===== src/rtl/qrange_pkg.sv =====
// Shared helpers for the nested-range generator: widths, field layout, extension.
// Pure functions and constants; no state, no latency.
// Not applicable: no handshake lives here.
package qrange_pkg;

    localparam int MAX_NDIM = 4;
    localparam int MAX_W    = 64;

    // Larger of two widths; used to derive the output value width.
    function automatic int max_w(input int a, input int b);
        return (a > b) ? a : b;
    endfunction

    // Width of one dim cfg triplet {incr, cnt, base}, base at LSB.
    function automatic int dim_cfg_w(input int w_start, input int w_cnt, input int w_incr);
        return w_start + w_cnt + w_incr;
    endfunction

    // Bit offsets of the fields inside one dim cfg triplet.
    function automatic int cnt_lsb(input int w_start);
        return w_start;
    endfunction

    function automatic int incr_lsb(input int w_start, input int w_cnt);
        return w_start + w_cnt;
    endfunction

    // Output word: {eot[ndim-1:0], val[ndim-1], ..., val[0]}.
    function automatic int dout_w(input int ndim, input int w_val);
        return ndim * w_val + ndim;
    endfunction

    // Extend the low w bits of v to MAX_W, sign- or zero-filling above.
    function automatic logic [MAX_W-1:0] extend(input logic [MAX_W-1:0] v, input int w, input bit sgn);
        logic [MAX_W-1:0] t;
        t = v << (MAX_W - w);
        if (sgn) return MAX_W'($signed(t) >>> (MAX_W - w));
        return t >> (MAX_W - w);
    endfunction

endpackage


===== src/rtl/qrange_gen_if.sv =====
// Valid/ready stream bundle carrying one packed data word per transfer.
// No latency of its own.
// A transfer happens on a clock edge where valid and ready are both high.
interface qrange_gen_if #(
    parameter int DATA_W = 8
);
    logic              valid;
    logic              ready;
    logic [DATA_W-1:0] data;

    modport master   (output valid, output data, input  ready);
    modport slave    (input  valid, input  data, output ready);
    modport producer (output valid, output data, input  ready);
    modport consumer (input  valid, input  data, output ready);
endinterface


===== src/rtl/dti_skid_reg.sv =====
// Two-entry pipeline register giving registered valid/data at full throughput.
// Latency 1 cycle.
// up_ready is registered (skid empty), so no combinational path from dn_ready.
module dti_skid_reg #(
    parameter int DATA_W = 8
) (
    input  logic              clk,
    input  logic              rst,
    input  logic              up_valid,
    output logic              up_ready,
    input  logic [DATA_W-1:0] up_data,
    output logic              dn_valid,
    input  logic              dn_ready,
    output logic [DATA_W-1:0] dn_data
);
    logic              main_vld;
    logic              skid_vld;
    logic [DATA_W-1:0] main_dat;
    logic [DATA_W-1:0] skid_dat;

    assign up_ready = ~skid_vld;
    assign dn_valid = main_vld;
    assign dn_data  = main_dat;

    // Occupancy: main refills from skid first, skid only catches data during a stall.
    always_ff @(posedge clk or negedge rst) begin
        if (!rst) begin
            main_vld <= 1'b0;
            skid_vld <= 1'b0;
        end else if (!main_vld || dn_ready) begin
            if (skid_vld) begin
                main_vld <= 1'b1;
                skid_vld <= 1'b0;
            end else begin
                main_vld <= up_valid;
            end
        end else if (up_valid && !skid_vld) begin
            skid_vld <= 1'b1;
        end
    end

    // Payload registers follow the occupancy decisions; main is untouched while stalled.
    always_ff @(posedge clk) begin
        if (!main_vld || dn_ready) main_dat <= skid_vld ? skid_dat : up_data;
        if (main_vld && !dn_ready && !skid_vld) skid_dat <= up_data;
    end
endmodule


===== src/rtl/qrange_gen.sv =====
// Nested odometer range generator: one cfg of NDIM {base,stop,incr} -> full sequence.
// Latency 0 (OUT_REG=0) or 1 cycle (OUT_REG=1), one element per cycle.
// Stalls on dout.ready low or cfg.valid low without state loss; cfg.ready only on final element.
module qrange_gen
    import qrange_pkg::*;
#(
    parameter int NDIM      = 2,
    parameter int W_START   = 16,
    parameter int W_CNT     = 16,
    parameter int W_INCR    = 16,
    parameter int SIGNED    = 0,
    parameter int INCLUSIVE = 1,
    parameter int OUT_REG   = 0,
    parameter int W_VAL     = max_w(W_START, W_CNT)
) (
    input  logic         clk,
    input  logic         rst,
    qrange_gen_if.slave  cfg,
    qrange_gen_if.master dout
);
    localparam int DW = dim_cfg_w(W_START, W_CNT, W_INCR);
    localparam int OW = dout_w(NDIM, W_VAL);

    logic [W_VAL-1:0] base_v [NDIM];
    logic [W_VAL-1:0] stop_v [NDIM];
    logic [W_VAL-1:0] incr_v [NDIM];
    logic [W_VAL-1:0] val    [NDIM];
    logic [W_VAL-1:0] nxt    [NDIM];
    logic [NDIM-1:0]  last;
    logic [NDIM-1:0]  eot;
    logic [NDIM-1:0]  adv;
    logic [NDIM-1:0]  base_is_stop;
    logic             started;
    logic             empty;
    logic             gen_valid;
    logic             gen_ready;
    logic             hs;
    logic [OW-1:0]    gen_data;

    for (genvar d = 0; d < NDIM; d++) begin : g_dim
        logic [W_VAL-1:0] cur_q;

        assign base_v[d] = W_VAL'(extend(MAX_W'(cfg.data[d*DW +: W_START]), W_START, SIGNED != 0));
        assign stop_v[d] = W_VAL'(extend(MAX_W'(cfg.data[d*DW + cnt_lsb(W_START) +: W_CNT]), W_CNT, SIGNED != 0));
        assign incr_v[d] = W_VAL'(extend(MAX_W'(cfg.data[d*DW + incr_lsb(W_START, W_CNT) +: W_INCR]), W_INCR, SIGNED != 0));

        assign val[d]          = started ? cur_q : base_v[d];
        assign nxt[d]          = val[d] + incr_v[d];
        assign last[d]         = (INCLUSIVE != 0) ? (val[d] == stop_v[d]) : (nxt[d] == stop_v[d]);
        assign base_is_stop[d] = (base_v[d] == stop_v[d]);
        assign gen_data[d*W_VAL +: W_VAL] = val[d];

        // A dim steps only when every inner dim wraps; wrapping reloads base.
        always_ff @(posedge clk or negedge rst) begin
            if (!rst)    cur_q <= '0;
            else if (hs) cur_q <= !adv[d] ? val[d] : (last[d] ? base_v[d] : nxt[d]);
        end
    end

    // Prefix-AND of last: adv[d] = all inner dims last, eot[d] includes dim d itself.
    always_comb begin
        logic acc;
        acc = 1'b1;
        adv = '0;
        eot = '0;
        for (int d = 0; d < NDIM; d++) begin
            adv[d] = acc;
            acc    = acc & last[d];
            eot[d] = acc;
        end
    end

    assign gen_data[NDIM*W_VAL +: NDIM] = eot;

    // An exclusive range starting at its stop has nothing to emit; it is accepted and dropped.
    // Reset gates both directions so nothing is emitted or consumed while it is held.
    assign empty     = (INCLUSIVE == 0) && !started && (|base_is_stop);
    assign gen_valid = rst & cfg.valid & ~empty;
    assign hs        = gen_valid & gen_ready;
    assign cfg.ready = rst & (empty | (hs & eot[NDIM-1]));

    // started distinguishes the first element (taken from base) from later ones.
    always_ff @(posedge clk or negedge rst) begin
        if (!rst)    started <= 1'b0;
        else if (hs) started <= ~eot[NDIM-1];
    end

    if (OUT_REG != 0) begin : g_reg
        dti_skid_reg #(
            .DATA_W (OW)
        ) u_skid (
            .clk      (clk),
            .rst      (rst),
            .up_valid (gen_valid),
            .up_ready (gen_ready),
            .up_data  (gen_data),
            .dn_valid (dout.valid),
            .dn_ready (dout.ready),
            .dn_data  (dout.data)
        );
    end else begin : g_comb
        assign dout.valid = gen_valid;
        assign dout.data  = gen_data;
        assign gen_ready  = dout.ready;
    end
endmodule


===== src/flat_wrapper.sv =====
// flat-port wrapper written by rule: the top's interface ports become plain ports
module qrange_gen_flat import qrange_pkg::*;
#(
    parameter int NDIM      = 2,
    parameter int W_START   = 16,
    parameter int W_CNT     = 16,
    parameter int W_INCR    = 16,
    parameter int SIGNED    = 0,
    parameter int INCLUSIVE = 1,
    parameter int OUT_REG   = 0,
    parameter int W_VAL     = max_w(W_START, W_CNT)
)
  (clk, rst, cfg_valid, cfg_data, cfg_ready, dout_valid, dout_data, dout_ready);
  qrange_gen_if #(.DATA_W(96)) cfg_i ();
  qrange_gen_if #(.DATA_W(34)) dout_i ();
  input  logic clk;
  input  logic rst;
  input wire logic [$bits(cfg_i.valid)-1:0] cfg_valid;
  input wire logic [$bits(cfg_i.data)-1:0] cfg_data;
  output wire logic [$bits(cfg_i.ready)-1:0] cfg_ready;
  output wire logic [$bits(dout_i.valid)-1:0] dout_valid;
  output wire logic [$bits(dout_i.data)-1:0] dout_data;
  input wire logic [$bits(dout_i.ready)-1:0] dout_ready;
  assign cfg_i.valid = cfg_valid;
  assign cfg_i.data = cfg_data;
  assign cfg_ready = cfg_i.ready;
  assign dout_valid = dout_i.valid;
  assign dout_data = dout_i.data;
  assign dout_i.ready = dout_ready;
  qrange_gen #(.NDIM(NDIM), .W_START(W_START), .W_CNT(W_CNT), .W_INCR(W_INCR), .SIGNED(SIGNED), .INCLUSIVE(INCLUSIVE), .OUT_REG(OUT_REG), .W_VAL(W_VAL)) u_core (.clk(clk), .rst(rst), .cfg(cfg_i), .dout(dout_i));
endmodule

===== config.mk =====
export PLATFORM = sky130hd
export DESIGN_NAME = qrange_gen_flat
export DESIGN_NICKNAME = d
export VERILOG_FILES = /design/src/rtl/qrange_pkg.sv /design/src/rtl/qrange_gen_if.sv /design/src/rtl/dti_skid_reg.sv /design/src/rtl/qrange_gen.sv /design/src/flat_wrapper.sv
export SDC_FILE = /design/constraint.sdc
export NUM_CORES = 1
export LEC_CHECK = 0
export BUFFER_PORTS_ARGS = -buffer_cell sky130_fd_sc_hd__buf_2
export CAP_MARGIN = 20
export CORE_MARGIN = 2
export CORE_UTILIZATION = 50
export CTS_BUF_LIST = sky130_fd_sc_hd__clkbuf_8 sky130_fd_sc_hd__clkbuf_16
export DETAILED_ROUTE_END_ITERATION = 12
export PLACE_DENSITY = 0.84
export SYNTH_ARGS = -nofsm -noshare
export SYNTH_HDL_FRONTEND = slang
export SYNTH_SLANG_ARGS = --single-unit

===== constraint.sdc =====
create_clock -name clk -period 4.95 [get_ports clk]
set_input_delay 0.2475 -clock clk [delete_from_list [all_inputs] [get_ports clk]]
set_output_delay 0.2475 -clock clk [all_outputs]
set_load 0.005 [all_outputs]

## Yosys cells after proc, flatten, opt, wreduce, memory -nomap -nowiden

Index checks and enable logic that the tools add are counted.

- Mux-type cells: 5
- Equality and inequality tests: 2
- Bitwise logic cells: 6
- Add/subtract/negate cells: 2

Operators by type and width:

| kind | count |
|---|---|
| 2-to-1 mux 16 bit | 5 |
| adder 16 bit | 2 |
| == test 16 bit | 2 |
| bitwise AND 1 bit | 5 |
| inverter 1 bit | 1 |

- Flip-flop bits (word level): 33
- Word-level logic and storage cells: 18

## Logic depth before layout (Yosys ltp)

Gate-level depths: netlist of run 1.

- Depth in word-level cells: 5
- Depth in mapped cells: 13
- Gate-level depth less buffers: 11

## Worst setup path before layout of run 1

OpenSTA, ideal clock, no wires.

- Path kind: register to register
- Start point: register u_core.started
- End point: register u_core.g_dim[0].cur_q[14]
- Cell stages (with the launch flop): 13
- Setup slack: 2.005 ns
- Path buffers: 2
- Setup time: 0.069 ns
- Clock period less this slack: 2.945 ns
- Arrival time: 2.876 ns
- Path through: dfrtp_1 > buf_6 > buf_6 > mux2_4 > ha_1 > fa_1 > a211oi_1 > o21a_1 > nor3_1 > nor3_1 > o31ai_1 > mux2_2 > nand3_1

- Word-level cells in the longest chain between the ends: 3
- Elaborated cells on any way between the ends: 4

Ends and longest elaborated chain:

| item | RTL line | RTL |
|---|---|---|
| start, declared | qrange_gen.sv:33 | `logic started;` |
| start signal, assigned | qrange_gen.sv:85 | `else if (hs) started <= ~eot[NDIM-1];` |
| 2-to-1 mux 16 bit * | qrange_gen.sv:47 | `assign val[d] = started ? cur_q : base_v[d];` |
| named net dout_data[0] | flat_wrapper.sv:22 | `output wire logic [$bits(dout_i.data)-1:0] dout_data;` |
| adder 16 bit or == test 16 bit (tied branches) | qrange_gen.sv:48, qrange_gen.sv:49 |  |
| 2-to-1 mux 16 bit * | qrange_gen.sv:56 | `else if (hs) cur_q <= !adv[d] ? val[d] : (last[d] ? base_v[d] : nxt[d]);` |
| end signal, assigned | qrange_gen.sv:56 |  |
| end, declared | qrange_gen.sv:41 | `logic [W_VAL-1:0] cur_q;` |

The timed path passes the listed nets; every way through them passes the cells marked *.
A chain may end at the register's enable or synchronous reset.

## Worst setup path after layout of run 1

- Start point: register u_core.started
- End point: output port dout_data[32]

- Word-level cells in the longest chain between the ends: 2

Ends and longest elaborated chain:

| item | RTL line | RTL |
|---|---|---|
| 2-to-1 mux 16 bit | qrange_gen.sv:47 |  |
| == test 16 bit | qrange_gen.sv:49 | `assign last[d] = (INCLUSIVE != 0) ? (val[d] == stop_v[d]) : (nxt[d] == stop_v[d]);` |
| end, declared | flat_wrapper.sv:22 |  |

No other way between the ends.

==> results of run 1 <==
per-stage QoR:
stage | cell area, sq um | utilization [%] | hold WS, ns | worst slack [ns] | power (uW)
floorplan | 3870 | - | -0.0481 | 2.01 | 1450
global placement | 4570 | 60.1 | 0.385 | 1.10 | 1770
detailed placement | 4570 | 60.1 | 0.386 | 1.02 | 1830
CTS | 4690 | 61.7 | 0.0741 | 0.902 | 2100
global route | 4690 | 61.7 | 0.0992 | 0.665 | 2300
finish | 4690 | 61.7 | 0.0514 | 0.908 | 2110
state kept, by name, indices dropped and copies added, names as in the netlist:
| name | count |
|---|---|
| u_core.started | 1 |
| u_core.g_dim.cur_q | 32 |
cell usage after synthesis, drive strengths merged:
| master | n |
|---|---|
| a31o | 1 |
| nand3 | 17 |
| o211ai | 8 |
| a211oi | 6 |
| nand2b | 2 |
| a31oi | 12 |
| o22a | 1 |
| mux2i | 10 |
| mux2 | 32 |
| o32ai | 2 |
| nor2 | 28 |
| xor2 | 32 |
| nand4 | 2 |
| ha | 30 |
| nor4 | 9 |
| o2111ai | 2 |
| o21bai | 5 |
| nor2b | 4 |
| and3 | 3 |
| and4 | 2 |
| o21ai | 25 |
| a311oi | 1 |
| o311ai | 1 |
| nor3 | 15 |
| a41oi | 3 |
| and2 | 2 |
| a2111oi | 1 |
| clkbuf | 7 |
| nand4b | 1 |
| a211o | 2 |
| a21oi | 18 |
| a221o | 3 |
| a21o | 11 |
| inv | 11 |
| nand2 | 58 |
| o21a | 5 |
| fa | 2 |
| dfrtp | 33 |
| o31ai | 1 |
| nand3b | 1 |
| or3 | 4 |
| buf | 12 |
| xnor2 | 24 |
worst max-delay path, stage by stage (launching register included):
cell and delay, ns:
dfrtp_2 1.02, mux2_2 0.45, xor2_1 0.16, nor4_2 0.28, nand4_2 0.57, inv_1 0.77, buf_2 0.23
layer usage:
| layer | track usage (%) | vias to the layer above |
|---|---|---|
| li1 | - | 1882 |
| met1 | 34.1 | 1863 |
| met2 | 45.5 | 215 |
| met3 | 3.86 | 16 |
| met4 | 5.97 | 0 |
| met5 | 0 | - |
worst paths after layout:
check	from	end	slack, ns	cells past startpoint
min in group clk	cfg_data[14]	u_core.g_dim[0].cur_q[14]	0.21	3
worst min-delay path	rst	u_core.g_dim[1].cur_q[4]	0.05	1
worst max register to register	u_core.started	u_core.g_dim[1].cur_q[15]	1.03	7
max in group asynchronous	rst	u_core.started	4.33	1
worst min register to register	u_core.g_dim[1].cur_q[7]	u_core.g_dim[1].cur_q[7]	0.49	2
worst max-delay path	u_core.started	dout_data[32]	0.91	6
cells in the final DEF (no fill, tap or decap), types with 6 or more instances in the layout:
master / synthesis / layout
xnor2_1: 24 / 24
o21ai_0: 21 / 21
a21oi_1: 18 / 18
a21o_1: 11 / 11
a31oi_1: 12 / 12
nand2_1: 58 / 58
buf_2: 7 / 135
nor2_1: 27 / 27
ha_1: 30 / 30
xor2_1: 32 / 32
a211oi_1: 6 / 6
mux2_4: 11 / 11
dfrtp_1: 33 / 32
mux2i_1: 7 / 7
mux2_2: 20 / 20
clkbuf_8: 0 / 6
inv_1: 11 / 12
nor3_1: 14 / 14
nor4_2: 6 / 6
nand3_1: 17 / 17
cell type report:
cell class / instances / share of cell area (%)
Clock buffer: 6 / 1.76
Clock inverter: 2 / 0.720
Inverter: 11 / 0.880
Multi-Input combinational cell: 386 / 61.6
Sequential cell: 33 / 17.6
Tap cell: 102 / 2.72
Timing Repair Buffer: 137 / 14.7
power by group through the flow:
| stage | Sequential (uW) | Clock (uW) | Combinational [uW] |
|---|---|---|---|
| finish | 416 | 269 | 1430 |
| CTS | 414 | 278 | 1410 |
| floorplan | 403 | 0 | 1050 |
| detailed placement | 419 | 0 | 1410 |
| global placement | 414 | 0 | 1360 |
| global route | 425 | 290 | 1580 |
cells by family after synthesis:
kind of cell | count (synthesis)
AND/OR/NAND/NOR | 148
AO/OA/AOI/OAI | 108
XOR/XNOR | 56
multiplexers | 42
flip-flops | 33
adder cells (fa/ha/maj) | 32
buffers and inverters | 30
==> metrics.cfg, run 1 <==
[power]
peakVddDrop_uv=182
internal_power_uw=1190
pwr-share-clk_pct=12.8
p_comb_share_pct=67.6
power_switching_uw=925
leakagePower_uw=0.00241
switching_share_pct=43.8
power.density_nw_per_um2=450
p_seq_share_pct=19.7

[clock_tree]
ctsRootBufferMaster=clkbuf_8
cts_resized=0
cts_made_buffers=5
hold_buffers=0
post_cts.repair.setup_buffers=0
clk_path_buf_depth=2
tritoncts=yes
clock_sinks=33
clkTransAtPathRegs_ns=0.07
worstSkewPairLatency_ns=0.29
h-tree-depth=2

[finish]
nets=706
layout-drive-gt1-share_pct=33.7
final_cells=677
num_antenna_cells=0
regArea_sq_um=827
fill_cells=711
syn_to_final_growth_pct=21.1
multi_input_area_sq_um=2890

[sta]
fin_crit_ns=4.04
drv_slew=0
tns_ns=0
skew_ns=0.00655
rsz0062_at_grt=no
max_clock_freq_ghz=0.247
finalCritPeriodShare_pct=81.7
finalHoldViolCount=0
worst_pin_slew_ns=1.05
setup_viol=0
relSlewSlack_pct=29.7

[global_route]
antenna_found_initial=0
grt_usage_pct=26.1
overflow=0
grt_pass1_vias=3827
grt_max_degree=36
grt_first_pass_wirelength_mm=18.1

[route]
ant_nets=0
num_vias=3976
drt_wl_total_mm=11.1
vias_per_cell=5.87
wire_per_inst_um=16.5
drt-pass1-iter-count=5
dr_wl_met2_mm=5.39
dr.max_layer_used=met4
drt_iter0_drc=201
drc=0
met3WireLength_um=896
met1_length_mm=4.73

[synthesis]
synthCells=449
synthAdderAreaFrac_pct=10.7
synth_area_sq_um=3870
synthMuxAreaShare_pct=13.2
avgSynthCellArea_sq_um=8.62
synth_top_family_by_area=compound AO/OA/AOI/OAI gates
synth-xor-area-share_pct=12.7
synth_warnings=0
ys_seq_area_share_pct=21.3
synth_top_area_cell=dfrtp_1
synth-seq-cells=33
synth-simple-area-share_pct=18.9
yosys-top-cells-area=dfrtp_1 21%, ha_1 9.7%, xor2_1 7.2%, mux2_2 5.8%, nand2_1 5.6%
synth_top_area_share_pct=21.3
synth_compound_area_share_pct=19.1
synth_nets=581
ys_types=53

[floorplanning]
die_h_um=92.0
die_area_sq_um=8460
rows=32
die_w_um=92.0
start_util_pct=50.9
ios=136
core_sq_um=7610

[job]
cap_violations=0

[worst_setup_path]
cp.required_ns=4.70
worstSetupPathType=reg2out
cp-start-kind=register
path_max_fanout=35
critPathCaptureType=primary output
arrival_ns=3.79

[placed_design]
routabilityCongestion=0.925
dpl.cell_count=669
port_buffers=135
dp_hpwl_mm=8.70

[min_path]
min_path_type=in2async

[outcome]
status=finished clean

(Power assumes the default switching activity.)
==> run 2, diff against run 1 <==
- CORE_UTILIZATION: 50 -> 47
- PLACE_DENSITY: 0.84 -> 0.83
- clock period: 4.95 -> 3.4 ns (I/O delays scaled with it)
==> run 2 against run 1 <==
Clock power is 28% higher. Die area is 6.1% higher. Clock-buffer cell count is 1 higher. Core utilization is 2.7 points lower. Sequential power is 46% higher. Highest routed layer unchanged.
==> metrics.cfg, run 2 (synthesis results as in run 1) <==
[sta]
rsz0062_at_grt=no
whs_ns=0.116  ; +0.0645 ns
relSlewSlack_pct=62.4  ; +33 points
tns_ns=0  ; unchanged
max_clock_freq_ghz=0.318
setup_ws_ns=0.255  ; -0.653 ns
fin_crit_ns=3.14
finalCritPeriodShare_pct=92.5
setup_viol=0  ; unchanged
worst_pin_slew_ns=0.559  ; -0.493 ns
finalHoldViolCount=0  ; unchanged
skew_ns=0.00646  ; -0.0000850 ns
drv_slew=0  ; unchanged

[route]
drt_wl_total_mm=11.4  ; +2.6%
met1_length_mm=4.75  ; +0.36%
dr_wl_met2_mm=5.49  ; +1.9%
ant_nets=0  ; unchanged
vias_per_cell=5.71  ; -2.8%
drt-pass1-iter-count=5  ; unchanged
dr.max_layer_used=met4
drt_iter0_drc=131  ; -35%
drc=0  ; unchanged
met3WireLength_um=912  ; +1.8%
wire_per_inst_um=16.6  ; +0.77%
num_vias=3932  ; -1.1%

[finish]
final_common_cell=buf_2
nets=715  ; +1.3%
fill_cells=727  ; +2.3%
top_register=u_core.g_dim.cur_q
num_antenna_cells=0  ; unchanged
reg_top3=u_core.g_dim.cur_q (32), u_core.started (1)
utilization_pct=59.0  ; -2.7 points
layout-drive-gt1-share_pct=35.3  ; +1.5 points
final_cell_mix=135 x buf_2, 58 x nand2_1, 32 x xor2_1, 32 x dfrtp_1, 30 x ha_1
largest_reg_flops=32  ; unchanged
fin_area_sq_um=4770  ; +1.8%
syn_to_final_growth_pct=23.3

[clock_tree]
cts_made_buffers=5  ; unchanged
tritoncts=yes
worstSkewPairLatency_ns=0.29  ; about the same
h-tree-depth=2  ; unchanged
clk_path_buf_depth=2  ; unchanged
clock_sinks=33  ; unchanged
ctsRootBufferMaster=clkbuf_8
post_cts.repair.setup_buffers=0  ; unchanged
clkTransAtPathRegs_ns=0.08  ; about the same

[worst_setup_path]
slowest_stage=dfrtp_2
cp.required_ns=3.63  ; -1.07 ns
worstReg2RegStart=u_core.started
cp_top_family=compound AO/OA/AOI/OAI gates
cpMostUsedCell=nor3_1
cp-start-kind=register
worstSetupPathType=reg2reg
crit_chain=buf_12 > mux2_4 > fa_1 > a211oi_1 > o21a_1 > nor3_1 > nor3_1 > o31ai_1 > mux2_2 > nand3_1
critPathCaptureType=register
path_max_fanout=15  ; -57%
max_stage_delay_ns=0.49  ; -0.53 ns
cp_num_buf_inv=1  ; -1
startpoint=u_core.started
arrival_ns=3.38  ; -0.41 ns

[global_route]
grt_usage_pct=25.3  ; -0.75 points
antenna_found_initial=0  ; unchanged
grt_max_degree=34  ; -5.6%
grt_first_pass_wirelength_mm=17.8  ; -1.5%
overflow=0  ; unchanged
grt_pass1_vias=3889  ; +1.6%

[placed_design]
place_ws_ns=0.196  ; -0.819 ns
routabilityCongestion=0.981  ; +6.0%
dpl-instance-area_sq_um=4650  ; +1.7%
dp_hpwl_mm=9.22  ; +6.0%
port_buffers=135  ; unchanged

[floorplanning]
core_sq_um=8090  ; +6.4%
ios=136  ; unchanged
start_util_pct=47.9  ; -3.1 points
die_area_sq_um=8980  ; +6.1%
rows=33  ; +3.1%
die_h_um=94.8  ; +3.0%
die_w_um=94.8  ; +3.0%

[min_path]
min_from=cfg_data[59]
min_path_type=in2reg

[power]
switching_share_pct=44.5  ; +0.72 points
leakagePower_uw=0.00243  ; +0.94%
p_comb_share_pct=68.6  ; +1.0 points
power.density_nw_per_um2=634  ; +41%
internal_power_uw=1680  ; +42%
power_switching_uw=1350  ; +46%
pwr-share-clk_pct=11.4  ; -1.4 points
peakVddDrop_uv=204  ; +12%
p_seq_share_pct=20.0  ; +0.3 points

[job]
cap_violations=0  ; unchanged

[outcome]
status=finished clean

-- run 2: cell count changes in the layout (fill, tap and decap cells not counted) --
cell,before,now
mux2i_1,7,6
bufinv_16,1,0
clkinvlp_4,0,1
clkinv_2,0,1
a211oi_2,0,1
inv_1,12,10
buf_12,0,1
dlygate4sd3_1,0,1
buf_4,2,9
mux2i_2,3,4
a211oi_1,6,5
clkbuf_8,6,7
-- run 2: layout make-up --
| class | count | area, sq um | share of cell area (%) |
|---|---|---|---|
| multi-input cells | 386 | 2900 | 60.7 |
| flip-flops and latches | 33 | 827 | 17.3 |
| repair buffers | 146 | 773 | 16.2 |
| well taps | 105 | 131 | 2.75 |
| clock buffers | 7 | 96.3 | 2.02 |
| inverters | 11 | 45.0 | 0.943 |
| clock inverters | 1 | 5.00 | 0.105 |
-- run 2: metrics by stage --
step	instances	power, uW
floorplan	449	2120
global placement	680	2600
detailed placement	680	2670
CTS	689	3020
global route	689	3310
finish	689	3030
-- run 2: power groups by stage --
stage / clock, uW / combinational (uW) / sequential [uW]
floorplan: 0 / 1530 / 587
global placement: 0 / 2000 / 599
detailed placement: 0 / 2060 / 609
CTS: 350 / 2070 / 604
global route: 367 / 2330 / 621
finish: 345 / 2080 / 607
-- run 2: timing repair --
item                       CTS  global route
setup endpoints to repair    0             4
hold endpoints to repair    33             0
gates resized for setup      0             3
hold buffers                 1             0
-- run 2: path summary, 6_finish.rpt --
| check | end | slack [ns] | cells past startpoint |
|---|---|---|---|
| setup / recovery | u_core.g_dim[0].cur_q[14] | 0.26 | 10 |
| hold / removal | u_core.g_dim[1].cur_q[11] | 0.12 | 2 |
| setup reg to reg | u_core.g_dim[0].cur_q[14] | 0.26 | 10 |
| hold reg to reg | u_core.g_dim[0].cur_q[7] | 0.49 | 2 |
| max in group asynchronous | u_core.started | 2.57 | 3 |
| min in group asynchronous | u_core.g_dim[0].cur_q[2] | 0.48 | 3 |
-- run 2: worst register-to-register path, delay by kind of cell, from the launching register on --
family	cells	cell delay, ns
AO/OA/AOI/OAI	3	0.77
multiplexers	2	0.64
AND/OR/NAND/NOR	3	0.49
flip-flops	1	0.49
adder cells (fa/ha/maj)	1	0.49
buffers and inverters	1	0.20
-- run 2: per-layer routing --
layer,GRT usage [%],vias up
met5,0,-
met4,9.90,0
met3,3.51,21
met2,44.7,170
met1,31.1,1841
li1,-,1900
==> run 3, diff against run 2 <==
- GPL_TIMING_DRIVEN: default -> 0
- PLACE_DENSITY: 0.83 -> 0.79
==> run 3 against run 2 <==
Sequential share of layout area fell by 0.18 points. Worst hold slack better by 0.013 ns. Design area rose by 0.89%. Critical path type is now reg2out.
==> metrics.cfg, run 3 (synthesis results as in run 1) <==
[finish]
num_antenna_cells=0  ; unchanged
utilization_pct=59.5  ; +0.53 points
final_common_cell=buf_2
fill_cells=774  ; +6.5%
largest_reg_flops=32  ; unchanged
layout-drive-gt1-share_pct=35.4  ; +0.14 points
regArea_sq_um=826  ; -0.15%
syn_to_final_growth_pct=24.4
final_cell_mix=142 x buf_2, 58 x nand2_1, 33 x dfrtp_1
multi_input_area_sq_um=2910  ; +0.60%
top_register=u_core.g_dim.cur_q
nets=724  ; +1.3%
reg_top3=u_core.g_dim.cur_q (32), u_core.started (1)

[sta]
finalHoldViolCount=0  ; unchanged
rsz0062_at_grt=no
relSlewSlack_pct=47.1  ; -15 points
max_clock_freq_ghz=0.315  ; -1.1%
whs_ns=0.129  ; +0.0126 ns
setup_ws_ns=0.221  ; -0.0337 ns
worst_pin_slew_ns=0.793  ; +0.234 ns
drv_slew=0  ; unchanged
tns_ns=0  ; unchanged
skew_ns=0.00712  ; +0.000662 ns
fin_crit_ns=3.18  ; +0.0337 ns
finalCritPeriodShare_pct=93.5  ; +0.99 points
setup_viol=0  ; unchanged

[floorplanning]
ios=136  ; unchanged
die_w_um=94.8  ; unchanged
die_area_sq_um=8980  ; unchanged
die_h_um=94.8  ; unchanged
core_sq_um=8090  ; unchanged
start_util_pct=47.9  ; unchanged
rows=33  ; unchanged

[route]
drt-pass1-iter-count=4  ; -1
drc=0  ; unchanged
met1_length_mm=5.01  ; +5.4%
vias_per_cell=5.61  ; -1.6%
ant_nets=0  ; unchanged
num_vias=3918  ; -0.36%
drt_wl_total_mm=11.6  ; +1.3%
drt_iter0_drc=226  ; +73%
dr.max_layer_used=met4
dr_wl_met2_mm=5.69  ; +3.7%
met3WireLength_um=779  ; -15%
wire_per_inst_um=16.6  ; about the same

[worst_setup_path]
critPathCaptureType=primary output
cp.required_ns=3.23  ; -0.40 ns
worstSetupPathType=reg2out
path_max_fanout=10  ; -5
arrival_ns=3.01  ; -0.37 ns
cp-start-kind=register

[clock_tree]
cts_made_buffers=5  ; unchanged
post_cts.repair.setup_buffers=0  ; unchanged
clk_path_buf_depth=2  ; unchanged
worstSkewPairLatency_ns=0.29  ; about the same
clock_sinks=33  ; unchanged
h-tree-depth=2  ; unchanged
clkTransAtPathRegs_ns=0.07  ; about the same
tritoncts=yes
ctsRootBufferMaster=clkbuf_8

[placed_design]
port_buffers=135  ; unchanged
place_ws_ns=0.105  ; -0.0908 ns
dp_hpwl_mm=9.42  ; +2.2%
routabilityCongestion=0.908  ; -7.4%

[global_route]
grt_usage_pct=26.2  ; +0.86 points
antenna_found_initial=0  ; unchanged
grt_max_degree=36  ; +5.9%
grt_first_pass_wirelength_mm=18.4  ; +3.0%
grt_pass1_vias=3852  ; -0.95%
overflow=0  ; unchanged

[power]
peakVddDrop_uv=243  ; +19%
leakagePower_uw=0.00244  ; +0.64%
power.density_nw_per_um2=632  ; -0.31%

[min_path]
min_path_type=in2reg

[job]
cap_violations=0  ; unchanged

[outcome]
status=finished clean

## run 3: repair_timing
action                                  CTS  global route
endpoints found under the hold margin    33             0
resized for setup                         0             8
endpoints found under the setup margin    0             8
hold buffers                              1             0
## run 3: metrics by stage
| stage | instances | instance area, sq um | total power [uW] |
|---|---|---|---|
| final | 698 | 4820 | 3050 |
| after global placement | 689 | 4680 | 2610 |
| after global routing | 698 | 4820 | 3320 |
| after detailed placement | 689 | 4680 | 2670 |
| after CTS | 698 | 4790 | 3010 |
| after floorplan | 449 | 3870 | 2120 |
## run 3: layer usage
metal	GRT usage, %	vias up
met2	46.6	150
met5	0	-
met1	33.7	1829
li1	-	1928
met4	5.07	0
met3	4.15	11
## run 3: cell type report
| cell class | count | area share, % |
|---|---|---|
| clock buffers | 7 | 2.00 |
| plain buffers | 19 | 2.44 |
| flip-flops and latches | 33 | 17.1 |
| clock inverters | 1 | 0.104 |
| inverters | 11 | 0.857 |
| repair buffers | 136 | 14.2 |
| well taps | 105 | 2.73 |
| multi-input cells | 386 | 60.5 |
## run 3: power by group
part	internal [uW]	leakage [uW]	total, uW	switching, uW
clock	183	0.0000542	329	146
combinational	974	0.00200	2110	1140
sequential	530	0.000395	602	72.0
## run 3: path summary, 6_finish.rpt
kind	to	depth (start not counted)	slack (ns)	from
min reg2reg	u_core.g_dim[0].cur_q[11]	2	0.48	u_core.g_dim[0].cur_q[11]
min in group asynchronous	u_core.g_dim[1].cur_q[3]	2	0.51	rst
max in group asynchronous	u_core.started	2	2.39	rst
max reg2reg	u_core.g_dim[0].cur_q[14]	12	0.23	u_core.started
max	cfg_ready	10	0.22	u_core.started
min	u_core.g_dim[1].cur_q[13]	2	0.13	cfg_data[61]
## run 3: critical path, cell delays in order (launching register included)
cell and delay (ns):
dfrtp_1 0.35, buf_6 0.15, buf_6 0.20, mux2_4 0.35, xor2_1 0.18, nor4_2 0.35, nand4_2 0.27, buf_2 0.27
buf_2 0.22, nor3_2 0.21, buf_2 0.16
